### src/rtl/alu_arbiter.sv
// alu_arbiter
// Round-robin arbiter/sequencer that shares one combinational ALU between
// two requesters. The granted requester's opcode and operands are latched,
// driven to the shared ALU for one cycle, and the result and flags are then
// registered. A one-cycle one-hot ack is returned in the DONE cycle.
//
// Ports:
//   CLK                 rising-edge clock
//   nRST                synchronous active-low reset
//   req[1:0]            per-requester request (held until ack)
//   opcode0/1, op1_x/op2_x  requester opcode and operands
//   ack[1:0]            one-hot, one-cycle completion pulse
//   res, flag_v/n/z     registered ALU result and flags
//   alu_opcode/op1/op2  latched operation driven to the shared ALU
//   alu_res, alu_v/n/z  shared ALU result and flags
//
// Optional build macro ALU_ARB_PERF_EN adds grant_cnt0, grant_cnt1 and
// conflict_cnt (16-bit saturating performance counters).
module alu_arbiter #(
  parameter int DW  = 32,
  parameter int OPW = 4
) (
  input  logic           CLK,
  input  logic           nRST,
  input  logic [1:0]     req,
  input  logic [OPW-1:0] opcode0,
  input  logic [OPW-1:0] opcode1,
  input  logic [DW-1:0]  op1_0,
  input  logic [DW-1:0]  op2_0,
  input  logic [DW-1:0]  op1_1,
  input  logic [DW-1:0]  op2_1,
  output logic [1:0]     ack,
  output logic [DW-1:0]  res,
  output logic           flag_v,
  output logic           flag_n,
  output logic           flag_z,
  output logic [OPW-1:0] alu_opcode,
  output logic [DW-1:0]  alu_op1,
  output logic [DW-1:0]  alu_op2,
  input  logic [DW-1:0]  alu_res,
  input  logic           alu_v,
  input  logic           alu_n,
  input  logic           alu_z
`ifdef ALU_ARB_PERF_EN
  ,
  output logic [15:0]    grant_cnt0,
  output logic [15:0]    grant_cnt1,
  output logic [15:0]    conflict_cnt
`endif
);

  typedef enum logic [1:0] {
    IDLE = 2'b00,
    EXEC = 2'b01,
    DONE = 2'b10
  } state_t;

  state_t state_r;
  state_t state_nxt_s;
  logic   sel_s;    // requester chosen in IDLE
  logic   gnt_r;    // requester currently being served
  logic   last_r;   // last-grant pointer; contention goes to the other one

  // Requester selection and next-state decode
  always_comb begin
    sel_s       = 1'b0;
    state_nxt_s = state_r;
    case (req)
      2'b01:   sel_s = 1'b0;
      2'b10:   sel_s = 1'b1;
      2'b11:   sel_s = ~last_r;
      default: sel_s = 1'b0;
    endcase
    case (state_r)
      IDLE: begin
        if (req != 2'b00) begin
          state_nxt_s = EXEC;
        end else begin
          state_nxt_s = IDLE;
        end
      end
      EXEC:    state_nxt_s = DONE;
      DONE:    state_nxt_s = IDLE;
      default: state_nxt_s = IDLE;
    endcase
  end

  // State register, operand latch, result capture and ack generation
  always_ff @(posedge CLK) begin
    if (!nRST) begin
      state_r    <= IDLE;
      gnt_r      <= 1'b0;
      last_r     <= 1'b1;
      ack        <= 2'b00;
      res        <= {DW{1'b0}};
      flag_v     <= 1'b0;
      flag_n     <= 1'b0;
      flag_z     <= 1'b0;
      alu_opcode <= {OPW{1'b0}};
      alu_op1    <= {DW{1'b0}};
      alu_op2    <= {DW{1'b0}};
    end else begin
      state_r <= state_nxt_s;
      ack     <= 2'b00;
      case (state_r)
        IDLE: begin
          if (req != 2'b00) begin
            gnt_r <= sel_s;
            // Operands are sampled only here; later changes are ignored.
            if (sel_s) begin
              alu_opcode <= opcode1;
              alu_op1    <= op1_1;
              alu_op2    <= op2_1;
            end else begin
              alu_opcode <= opcode0;
              alu_op1    <= op1_0;
              alu_op2    <= op2_0;
            end
          end else begin
            gnt_r <= gnt_r;
          end
        end
        EXEC: begin
          res    <= alu_res;
          flag_v <= alu_v;
          flag_n <= alu_n;
          flag_z <= alu_z;
          // ack is registered so it coincides with the DONE cycle.
          ack    <= gnt_r ? 2'b10 : 2'b01;
        end
        DONE: begin
          last_r <= gnt_r;
        end
        default: begin
          last_r <= last_r;
        end
      endcase
    end
  end

`ifdef ALU_ARB_PERF_EN
  function automatic logic [15:0] sat_inc(input logic [15:0] v);
    if (v == 16'hFFFF) begin
      sat_inc = v;
    end else begin
      sat_inc = v + 16'd1;
    end
  endfunction

  // Saturating grant and contention counters
  always_ff @(posedge CLK) begin
    if (!nRST) begin
      grant_cnt0   <= 16'd0;
      grant_cnt1   <= 16'd0;
      conflict_cnt <= 16'd0;
    end else begin
      if ((state_r == DONE) && !gnt_r) begin
        grant_cnt0 <= sat_inc(grant_cnt0);
      end
      if ((state_r == DONE) && gnt_r) begin
        grant_cnt1 <= sat_inc(grant_cnt1);
      end
      if ((state_r == IDLE) && (req == 2'b11)) begin
        conflict_cnt <= sat_inc(conflict_cnt);
      end
    end
  end
`endif

endmodule

### config.mk
export PLATFORM = sky130hd
export DESIGN_NAME = alu_arbiter
export DESIGN_NICKNAME = d
export VERILOG_FILES = /design/src/rtl/alu_arbiter.sv
export SDC_FILE = /design/constraint.sdc
export NUM_CORES = 1
export LEC_CHECK = 0
export CAP_MARGIN = 20
export CORE_ASPECT_RATIO = 0.75
export CORE_MARGIN = 2
export CORE_UTILIZATION = 40
export DETAILED_ROUTE_END_ITERATION = 10
export GPL_ROUTABILITY_DRIVEN = 0
export PLACE_DENSITY = 0.86
export REMOVE_ABC_BUFFERS = 1
export SYNTH_ARGS = -nofsm -noshare
export SYNTH_HDL_FRONTEND = slang
export SYNTH_SLANG_ARGS = --single-unit
### constraint.sdc
create_clock -name CLK -period 2.4 [get_ports CLK]
set_input_delay 0.36 -clock CLK [delete_from_list [all_inputs] [get_ports CLK]]
set_output_delay 0.36 -clock CLK [all_outputs]
set_load 0.02 [all_outputs]
Yosys cells after proc, flatten, opt, wreduce, memory -nomap -nowiden
Index checks and enable logic that the tools add are counted.

Bits in registers: 109. Input bits: 175. Output and inout bits: 105. Logic and storage cells: 27.

Equality and inequality tests: 4. Multiplexer cells: 7. Bitwise operators: 1. Reductions and logical operators: 4.

Operators with widths (count): $mux 32 (2); $eq 2x2->1 const B (3); $mux 4 (1); $pmux 2 s2 (1); $reduce_and 2->1 (2); $eq 2x1->1 const B (1); $logic_not 2->1 (1); $mux 2 (1); $pmux 1 s2 (1); $reduce_bool 2->1 (1); $mux 1 (1); $not 1->1 (1).

Depth between registers and ports, before layout
Depth after elaboration: 3. Gate-level depth with buffers: 7. Gate-level depth less buffers: 3.

Worst setup path after synthesis
No wires, ideal clock.

Path kind: input port to flip-flop. Start point: in req[1]. End point: reg alu_op1[21]. Setup time: 0.089 ns. Arrival time: 1.404 ns. Data required time: 2.311 ns. Slack: 0.907 ns. Cell stages on the path: 7. Buffers on the path: 4. Cell sequence: or2_1 > buf_2 > and2_4 > buf_6 > buf_6 > buf_6 > a311oi_2.

Longest elaborated chain between the ends: 3. Elaborated cells on any way between the ends: 6. Those cells by class: 2 x eq/ne; 2 x mux; 2 x reduce/logical.

Ends and longest elaborated chain: start: declaration (line 25) `input logic [1:0] req,`; $eq 2x2->1 (line 68) `case (req)`; $pmux 1 s2 (line 68); $mux 32 (line 110) `if (sel_s) begin`; end signal: assignment (line 100) `alu_op1 <= {DW{1'b0}};`; end signal: assignment (line 112) `alu_op1 <= op1_1;`; end signal: assignment (line 116) `alu_op1 <= op1_0;`; end: declaration (line 38) `output logic [DW-1:0] alu_op1,`.

Several ways; a longest one is shown, not always the timed one. A chain may end at the register's enable or synchronous reset.

Worst setup path after layout
Start point: in req[0]. End point: reg alu_op2[7].

Longest elaborated chain between the ends: 3. Elaborated cells on any way between the ends: 6. Those cells by class: 2 x eq/ne; 2 x mux; 2 x reduce/logical.

Ends and longest elaborated chain: $eq 2x2->1 (line 68); $pmux 1 s2 (line 68); $mux 32 (line 110); end signal: assignment (line 101) `alu_op2 <= {DW{1'b0}};`; end signal: assignment (line 113) `alu_op2 <= op2_1;`; end signal: assignment (line 117) `alu_op2 <= op2_0;`; end: declaration (line 39) `output logic [DW-1:0] alu_op2,`.

Several ways; a longest one is shown, not always the timed one.

==> impl_metrics.yaml <==
worst_setup_path:
  r2r_slack_ps: 700
  ff2ff_path_depth: 4
  required_ps: 2560
  worst_setup_path_start_kind: "primary input"
  cp_max_fo: 68
  endpoint_kind: "register"
  arrival_ps: 2050
  reg2reg_from: "state_r[1]$_SDFF_PN0_"
  crit_type: "primary input to register"
  r2r-end: "alu_op2[7]$_SDFFE_PN0P_"
die:
  fp-row-count: 33
  start_util_pct: 41.4
  boundaryPins: 280
  die_x_um: 127
  die-area_um2: 12300
  die_y_um: 96.6
  core_um2: 11000
yosys:
  synth_top_cell_by_area: "dfxtp_1"
  synth_commonest_cells: "207 x nand2_1, 109 x dfxtp_1, 103 x a21oi_1"
  ys_warn_count: 0
  synth_top_area_share_pct: 47.8
  synth.most_common_cell: "nand2_1"
  synth-edff-count: 0
  synth_seq_cells: 109
  syn-cell-area_um2: 4570
  synthCells: 561
  yosysSeqAreaShare_pct: 47.8
  synth_flop_cell: "dfxtp_1"
  async_flop_share_pct: 0
  synthTopCellsByArea: "dfxtp_1 48%, nand2_1 17%, a21oi_1 11%, a311oi_1 9.2%, a311oi_2 6.6%"
  syn_avg_cell_area_um2: 8.14
  synth_cell_type_count: 22
min_path:
  min_to: "res[15]$_SDFFE_PN0N_"
  hold_start: "res[15]$_SDFFE_PN0N_"
  worstHoldPathCells: 2
  hold_path.class: "register to register"
timing:
  max-slew-margin-rel_pct: 39.9
  setup_violations: 0
  fin_tns_setup_ps: 0
  layout_min_cycle_time_ps: 1880
  hold_viol_final: 0
  timing.final.max_slew_violations: 0
  layout_setup_ws_ps: 518
  fin_skew_ps: 4.91
  hold_ws_ps: 455
  fin_crit_sh_pct: 78.4
  max_freq_mhz: 531
  grt_setup_unrepaired: "no"
  tightest_slew_ps: 902
status:
  status: "complete, no violations"
cts:
  clock_sinks: 109
  cts_tree: "built"
  ctsResizeCount: 0
  numCtsBuffers: 9
  cts_root_buf: "clkbuf_16"
  hold_buffers: 0
  clock_path_buffers: 2
  clock_latency_ps: 340
  htree_levels: 3
  clkSlewWorstSetupHoldPaths_ps: 70
  post_cts_buffers: 0
global_route:
  grt_remaining_overflow: 0
  grt_max_degree: 71
  grt_pass1_wl_um: 24000
  antenna_found_initial: 0
  first_global_vias: 4853
  grtUsageTotal_pct: 24.5
placed_design:
  placed_cell_area_um2: 7400
  pre_cts_ws_ps: 177
  dp_hpwl_um: 11400
  portBuffers: 279
  dp_cells: 934
drt:
  avgViaCountPerCell: 5.36
  wirelength_um: 16000
  post_drt_wl_per_cell_um: 16.8
  ant_nets: 0
  drc: 0
  vias: 5096
  initialDrtViolationCount: 300
  dr.pass1.iters: 5
cells_and_area:
  syn_to_final_growth_pct: 68.4
  n_fill_cell: 836
  design_area_um2: 7690
  final_nets: 980
  stdcell_count: 950
  post-route-util_pct: 69.8
  diodes: 0
  drive_above_1_share_pct: 6.67
power_and_ir_drop:
  peakVddDrop_mv: 0.317
  power.total_mw: 4.97
  p_leak_nw: 2.83
  power.density_nw_per_um2: 646
flow_run:
  cap_violations: 0
## area by class of cell
cell class | count | area, µm² | area share, %
Tap cell | 140 | 175 | 2.28
Sequential cell | 109 | 2180 | 28.4
Timing Repair Buffer | 290 | 2900 | 37.7
Clock buffer | 9 | 225 | 2.93
Multi-Input combinational cell | 394 | 2140 | 27.8
Inverter | 1 | 5.00 | 0.0651
Clock inverter | 7 | 65.1 | 0.846
## sequential cells by signal, summed over array words and instances (netlist names)
| register | count |
|---|---|
| alu_op1 | 32 |
| alu_op2 | 32 |
| res | 32 |
| alu_opcode | 4 |
| ack | 2 |
| state_r | 2 |
| flag_n | 1 |
| flag_v | 1 |
| flag_z | 1 |
| gnt_r | 1 |
| last_r | 1 |
## cell usage in the layout, fill, tap and decap left out, types with 2 or more instances in the layout
| cell type | n |
|---|---|
| clkdlybuf4s50_1 | 279 |
| nand2_1 | 207 |
| dfxtp_1 | 109 |
| a21oi_1 | 103 |
| a311oi_1 | 48 |
| a311oi_2 | 20 |
| clkbuf_16 | 9 |
| buf_4 | 9 |
| inv_6 | 3 |
| nand2b_1 | 2 |
| and3_1 | 2 |
| nor3_1 | 2 |
| inv_8 | 2 |
| buf_12 | 2 |
## cell families (layout without fill, tap and decap cells)
logic type / count (synthesis) / after routing / synth area share [%]
flip-flops: 109 / 109 / 47.8
buffers and inverters: 58 / 307 / 5.75
multiplexers: 1 / 1 / 0.219
AO/OA/AOI/OAI: 175 / 175 / 27.9
AND/OR/NAND/NOR: 218 / 218 / 18.4
## critical path, stage by stage
cell             delay [ps]
clkdlybuf4s50_1         540
or2_2                   160
and2_4                  710
a311oi_1                210
## where the power goes
| group | total, mW | internal (mW) | switching [mW] |
|---|---|---|---|
| registers | 2.09 | 1.98 | 0.102 |
| logic | 1.45 | 0.727 | 0.720 |
| clock network | 1.44 | 0.733 | 0.706 |
| total | 4.97 | 3.44 | 1.53 |
## routing by layer
layer / share of wire [%] / GRT usage, %
met4: 3.1 / 9.43
met1: 40 / 28.1
met3: 8.8 / 8.31
met2: 49 / 42.7
met5: 0 / 0
## how the worst max path moves through the flow
stage                               start                       end  slack (ps)
floorplan           state_r[1]$_SDFF_PN0_  alu_op1[13]$_SDFFE_PN0P_       -1280
global placement                   req[0]  alu_op1[16]$_SDFFE_PN0P_         250
detailed placement                 req[0]   alu_op1[8]$_SDFFE_PN0P_         180
CTS                                req[0]  alu_op2[18]$_SDFFE_PN0P_         550
global route                       req[0]   alu_op2[0]$_SDFFE_PN0P_         460
finish                             req[0]   alu_op2[7]$_SDFFE_PN0P_         520
Power figures use the tool's default switching activity.
